===== src/rtl/cu_fsm_seq.sv =====
// Multicycle control unit: INIT/FETCH/EXEC/WB/INTR sequencer with Moore outputs
// plus opcode/func3 decode in EXEC. Interrupts enter only at instruction boundaries.
module cu_fsm_seq #(
  parameter int unsigned INTR_EN = 1
) (
  input  logic       CLK,
  input  logic       RST,
  input  logic       INTR,
  input  logic       csr_mie,
  input  logic [6:0] opcode,
  input  logic [2:0] func3,
  output logic       pcWrite,
  output logic       regWrite,
  output logic       memWE2,
  output logic       memRDEN1,
  output logic       memRDEN2,
  output logic       reset,
  output logic       csr_WE,
  output logic       int_taken,
  output logic       mret_exec
);

  localparam logic [6:0] OPC_LOAD   = 7'b0000011;
  localparam logic [6:0] OPC_STORE  = 7'b0100011;
  localparam logic [6:0] OPC_BRANCH = 7'b1100011;
  localparam logic [6:0] OPC_LUI    = 7'b0110111;
  localparam logic [6:0] OPC_AUIPC  = 7'b0010111;
  localparam logic [6:0] OPC_JAL    = 7'b1101111;
  localparam logic [6:0] OPC_JALR   = 7'b1100111;
  localparam logic [6:0] OPC_OP_IMM = 7'b0010011;
  localparam logic [6:0] OPC_OP     = 7'b0110011;
  localparam logic [6:0] OPC_SYSTEM = 7'b1110011;

  localparam logic [2:0] F3_MRET  = 3'b000;
  localparam logic [2:0] F3_CSRRW = 3'b001;

  localparam logic INTR_ENABLED = (INTR_EN != 0);

  typedef enum logic [2:0] {
    ST_INIT  = 3'd0,
    ST_FETCH = 3'd1,
    ST_EXEC  = 3'd2,
    ST_WB    = 3'd3,
    ST_INTR  = 3'd4
  } state_t;

  state_t state, next_state;
  logic   pending;

  assign pending = INTR & csr_mie & INTR_ENABLED;

  always_ff @(posedge CLK) begin
    if (RST) state <= ST_INIT;
    else     state <= next_state;
  end

  always_comb begin
    next_state = ST_INIT;
    pcWrite    = 1'b0;
    regWrite   = 1'b0;
    memWE2     = 1'b0;
    memRDEN1   = 1'b0;
    memRDEN2   = 1'b0;
    reset      = 1'b0;
    csr_WE     = 1'b0;
    int_taken  = 1'b0;
    mret_exec  = 1'b0;

    case (state)
      ST_INIT: begin
        reset      = 1'b1;
        next_state = ST_FETCH;
      end

      ST_FETCH: begin
        memRDEN1   = 1'b1;
        next_state = ST_EXEC;
      end

      ST_EXEC: begin
        // Loads defer the PC update and the interrupt check to WB.
        next_state = pending ? ST_INTR : ST_FETCH;
        case (opcode)
          OPC_LOAD: begin
            memRDEN2   = 1'b1;
            next_state = ST_WB;
          end
          OPC_STORE: begin
            memWE2  = 1'b1;
            pcWrite = 1'b1;
          end
          OPC_BRANCH: begin
            pcWrite = 1'b1;
          end
          OPC_LUI, OPC_AUIPC, OPC_JAL, OPC_JALR, OPC_OP_IMM, OPC_OP: begin
            pcWrite  = 1'b1;
            regWrite = 1'b1;
          end
          OPC_SYSTEM: begin
            pcWrite = 1'b1;
            if (func3 == F3_CSRRW) begin
              csr_WE   = 1'b1;
              regWrite = 1'b1;
            end else if (func3 == F3_MRET) begin
              mret_exec = 1'b1;
            end
          end
          default: begin
            pcWrite = 1'b1;
          end
        endcase
      end

      ST_WB: begin
        regWrite   = 1'b1;
        pcWrite    = 1'b1;
        next_state = pending ? ST_INTR : ST_FETCH;
      end

      ST_INTR: begin
        int_taken  = 1'b1;
        pcWrite    = 1'b1;
        next_state = ST_FETCH;
      end

      default: begin
        next_state = ST_INIT;
      end
    endcase
  end

endmodule


===== config.mk =====
export PLATFORM = sky130hd
export DESIGN_NAME = cu_fsm_seq
export DESIGN_NICKNAME = d
export VERILOG_FILES = /design/src/rtl/cu_fsm_seq.sv
export SDC_FILE = /design/constraint.sdc
export NUM_CORES = 1
export LEC_CHECK = 0
export CAP_MARGIN = 30
export CORE_AREA = 2 2 39 41
export CTS_CLUSTER_DIAMETER = 200
export CTS_CLUSTER_SIZE = 40
export DETAILED_ROUTE_END_ITERATION = 8
export DIE_AREA = 0 0 41 43
export GPL_TIMING_DRIVEN = 0
export PLACE_DENSITY = 0.54
export SYNTH_ARGS = -nofsm -noshare
export SYNTH_HDL_FRONTEND = slang
export SYNTH_SLANG_ARGS = --single-unit
export TNS_END_PERCENT = 30

===== constraint.sdc =====
create_clock -name CLK -period 3.11 [get_ports CLK]
set_input_delay 0.622 -clock CLK [delete_from_list [all_inputs] [get_ports CLK]]
set_output_delay 0.622 -clock CLK [all_outputs]
set_load 0.01 [all_outputs]

==> flow_metrics.tcl <==
set metrics [dict create \
    status "complete, no violations" \
    core_region_area_um2 1384 \
    setup_viol 0 \
    synth_top_area_share 0.2124 \
    clk_root_buffer_cell "clkbuf_4" \
    vias_in_the_first_global_route 296 \
    largest_register "state" \
    tightest_slew_ns 0.2895 \
    rows 14 \
    port-buffer-count 22 \
    maxSlewHeadroom 0.8065 \
    syn_inst 34 \
    p_per_area_nw_per_um2 311.4 \
    grt_busiest_layer "met2" \
    path_depth 5 \
    met3_usage 0.03665 \
    grt_pass1_wl_um 1200 \
    num_vias 343 \
    timing.final.crit_share 0.9514 \
    max_freq_mhz 338.0 \
    r2r-start "state[0]$_SDFF_PP0_" \
    setup.worst_path.start "opcode[2]" \
    totalNegativeSetupSlack_ns 0 \
    synth-edff-count 0 \
    cts_hold_repair.buffers 0 \
    data_required_time_of_the_critical_path_ns 2.49 \
    design.final.nets 75 \
    gp_congestion 0.6338 \
    cts.reportedPaths.clkPinSlew_ns 0.04 \
    number_of_cells_upsized_or_downsized_after_cts 0 \
    holdWs_ns 0.5212 \
    synth.yosys.seq_area_share 0.2124 \
    drc 0 \
    routed_wl_um 758 \
    grt_use_total 0.1021 \
    r2r_cells 2 \
    timing_max_transition_violations_final 0 \
    cts-buffers-inserted 3 \
    ctsHtreeMaxLevel 1 \
    post_synth_num_cell_types 24 \
    clock-sinks 3 \
    global_routing_usage_on_met1 0.1242 \
    hold_path_depth 2 \
    largest_register_ff_count 3 \
    chip_width_um 41 \
    floorplan.initialDensity 0.2043 \
    avgRoutedWirePerCell_um 9.974 \
    yosys_top_cell_by_area "dfxtp_1" \
    detail_placement_hpwl_um 621.2 \
    worst_path_slowest_cell "clkdlybuf4s50_1" \
    worst_skew_pair.late_latency_ns 0.23 \
    critical_path.max_stage_delay_ns 0.52 \
    synth_warnings 0 \
    layout-drive-gt1-share 0.1333 \
    top_reg_cell_synth "dfxtp_1" \
    worst_setup_path_end_kind "output pin" \
    timing.clock.skew_ns 0.001730 \
    fillers 155 \
    timing.critical_path.max_delay_family "buffers and inverters" \
    critical_path_class "input pin to output pin" \
    synth.avg_cell_area_um2 8.317 \
    ys_top_cells_by_area "dfxtp_1 (21%), nor2_1 (5.3%), nor4b_2 (5.3%)" \
    avgViaCountPerCell 4.513 \
    total_nets_after_synthesis 48 \
    syn_area_um2 282.8 \
    path_type_of_the_worst_min_delay_path "flop to flop" \
    hold_path_origin "state[1]$_SDFF_PP0_" \
    vdd_ir_drop_max_v 0.00009355 \
    cp.buffers_inverters 2 \
    dieArea_um2 1763 \
    cp_max_fo 3 \
    postSynth.asyncResetShare 0 \
    synth_seq_cells 3 \
    clock_tree.buffer_depth 2 \
    cts_post_setup_buffers_inserted 0 \
    insertedDiodeCount 0 \
    crit_top_cell "clkdlybuf4s50_1" \
    drt_first_iter_violations 4 \
    grt_antenna_before_repair 0 \
    io_pins 23 \
    worstPathCellList "clkdlybuf4s50_1 > nor4b_2 > and4_4 > a221o_1 > clkdlybuf4s50_1" \
    cap_viol_max_count 0 \
    leakagePower_nw 0.2108 \
    critical_path.startpoint_type "input pin" \
    vertical_extent_of_the_die_um 43 \
    hold_viol_final 0 \
    ant_nets 0 \
    final_period_minus_worst_setup_slack_ns 2.959 \
    tritoncts "done" \
    grt_setup_unrepaired "false" \
    drt-pass1-iter-count 4 \
    worst_ep_arrival_time_ns 2.34 \
    largest_net_degree_at_the_start_of_global_routing 7 \
    grt_overflow_total 0 \
    largestRegisters "state x3" \
    grtUsageMet2 0.1469 \
    areaGrowthSynthToFinish_pct 94.25 \
]
## where the power goes
part | leakage, nW | switching (mW) | internal, mW
combinational | 0.171 | 0.0207 | 0.0361
sequential | 0.0247 | 0.00572 | 0.0420
clock | 0.0150 | 0.0185 | 0.0480
## synth_stat cells, drive strengths merged (2+ instances only)
cell type	instances
inv	2
dfxtp	3
and2	2
nand2	2
nor3	2
nor2	4
nor4b	2
nand2b	2
## per-layer routing
layer,share of wire,vias up
met4,0,0
met5,0,-
li1,-,184
met2,0.46,15
met3,0.088,0
met1,0.45,144
## final timing paths
path | end | slack (ns)
hold reg to reg | state[2]$_SDFF_PP0_ | 0.52
setup / recovery | regWrite | 0.15
setup reg to reg | state[1]$_SDFF_PP0_ | 2.05
hold / removal | state[2]$_SDFF_PP0_ | 0.52
## cells in the final DEF (no fill, tap or decap), types with 2 or more instances in the layout
cell	instances
nor3_1	2
inv_1	2
clkdlybuf4s50_1	22
clkbuf_4	3
nand2b_1	2
and2_1	2
nand2_1	2
dfxtp_1	3
nor2_1	4
## layout make-up
cell class                 count  area, µm²  share of cell area
sequential                     3      60.06              0.1093
tap                           16      20.02             0.03645
inverter                       2      7.507             0.01367
timing repair buffer          22      220.2              0.4009
clock buffer                   4      26.28             0.04784
multi-input combinational     29      215.2              0.3918
## metrics by stage
| stage | power (mW) | cell area [µm²] | setup slack (ns) | util | std cells |
|---|---|---|---|---|---|
| final | 0.1711 | 549.3 | 0.1510 | 0.3969 | 76 |
| after global routing | 0.1859 | 549.3 | 0.04877 | 0.3969 | 76 |
| after CTS | 0.1749 | 549.3 | 0.1315 | 0.3969 | 76 |
| after floorplan | 0.06963 | 282.8 | 1.162 | - | 34 |
| after detailed placement | 0.1056 | 523.0 | 0.1343 | 0.3779 | 72 |
| after global placement | 0.1054 | 523.0 | 0.1432 | 0.3779 | 72 |
## cell families (layout without fill, tap and decap cells)
group                  Yosys count  in the layout  share of synthesized area
AND/OR/NAND/NOR                 24             24                     0.6194
AO/OA/AOI/OAI                    5              5                     0.1416
flip-flops                       3              3                     0.2124
buffers and inverters            2             28                    0.02656
## worst register-to-register path, cell delays in order (launching register included)
cell     delay, ns
dfxtp_1       0.45
or3b_1        0.40
a21oi_1       0.14
Note: power is estimated with default switching activity, not from simulation.
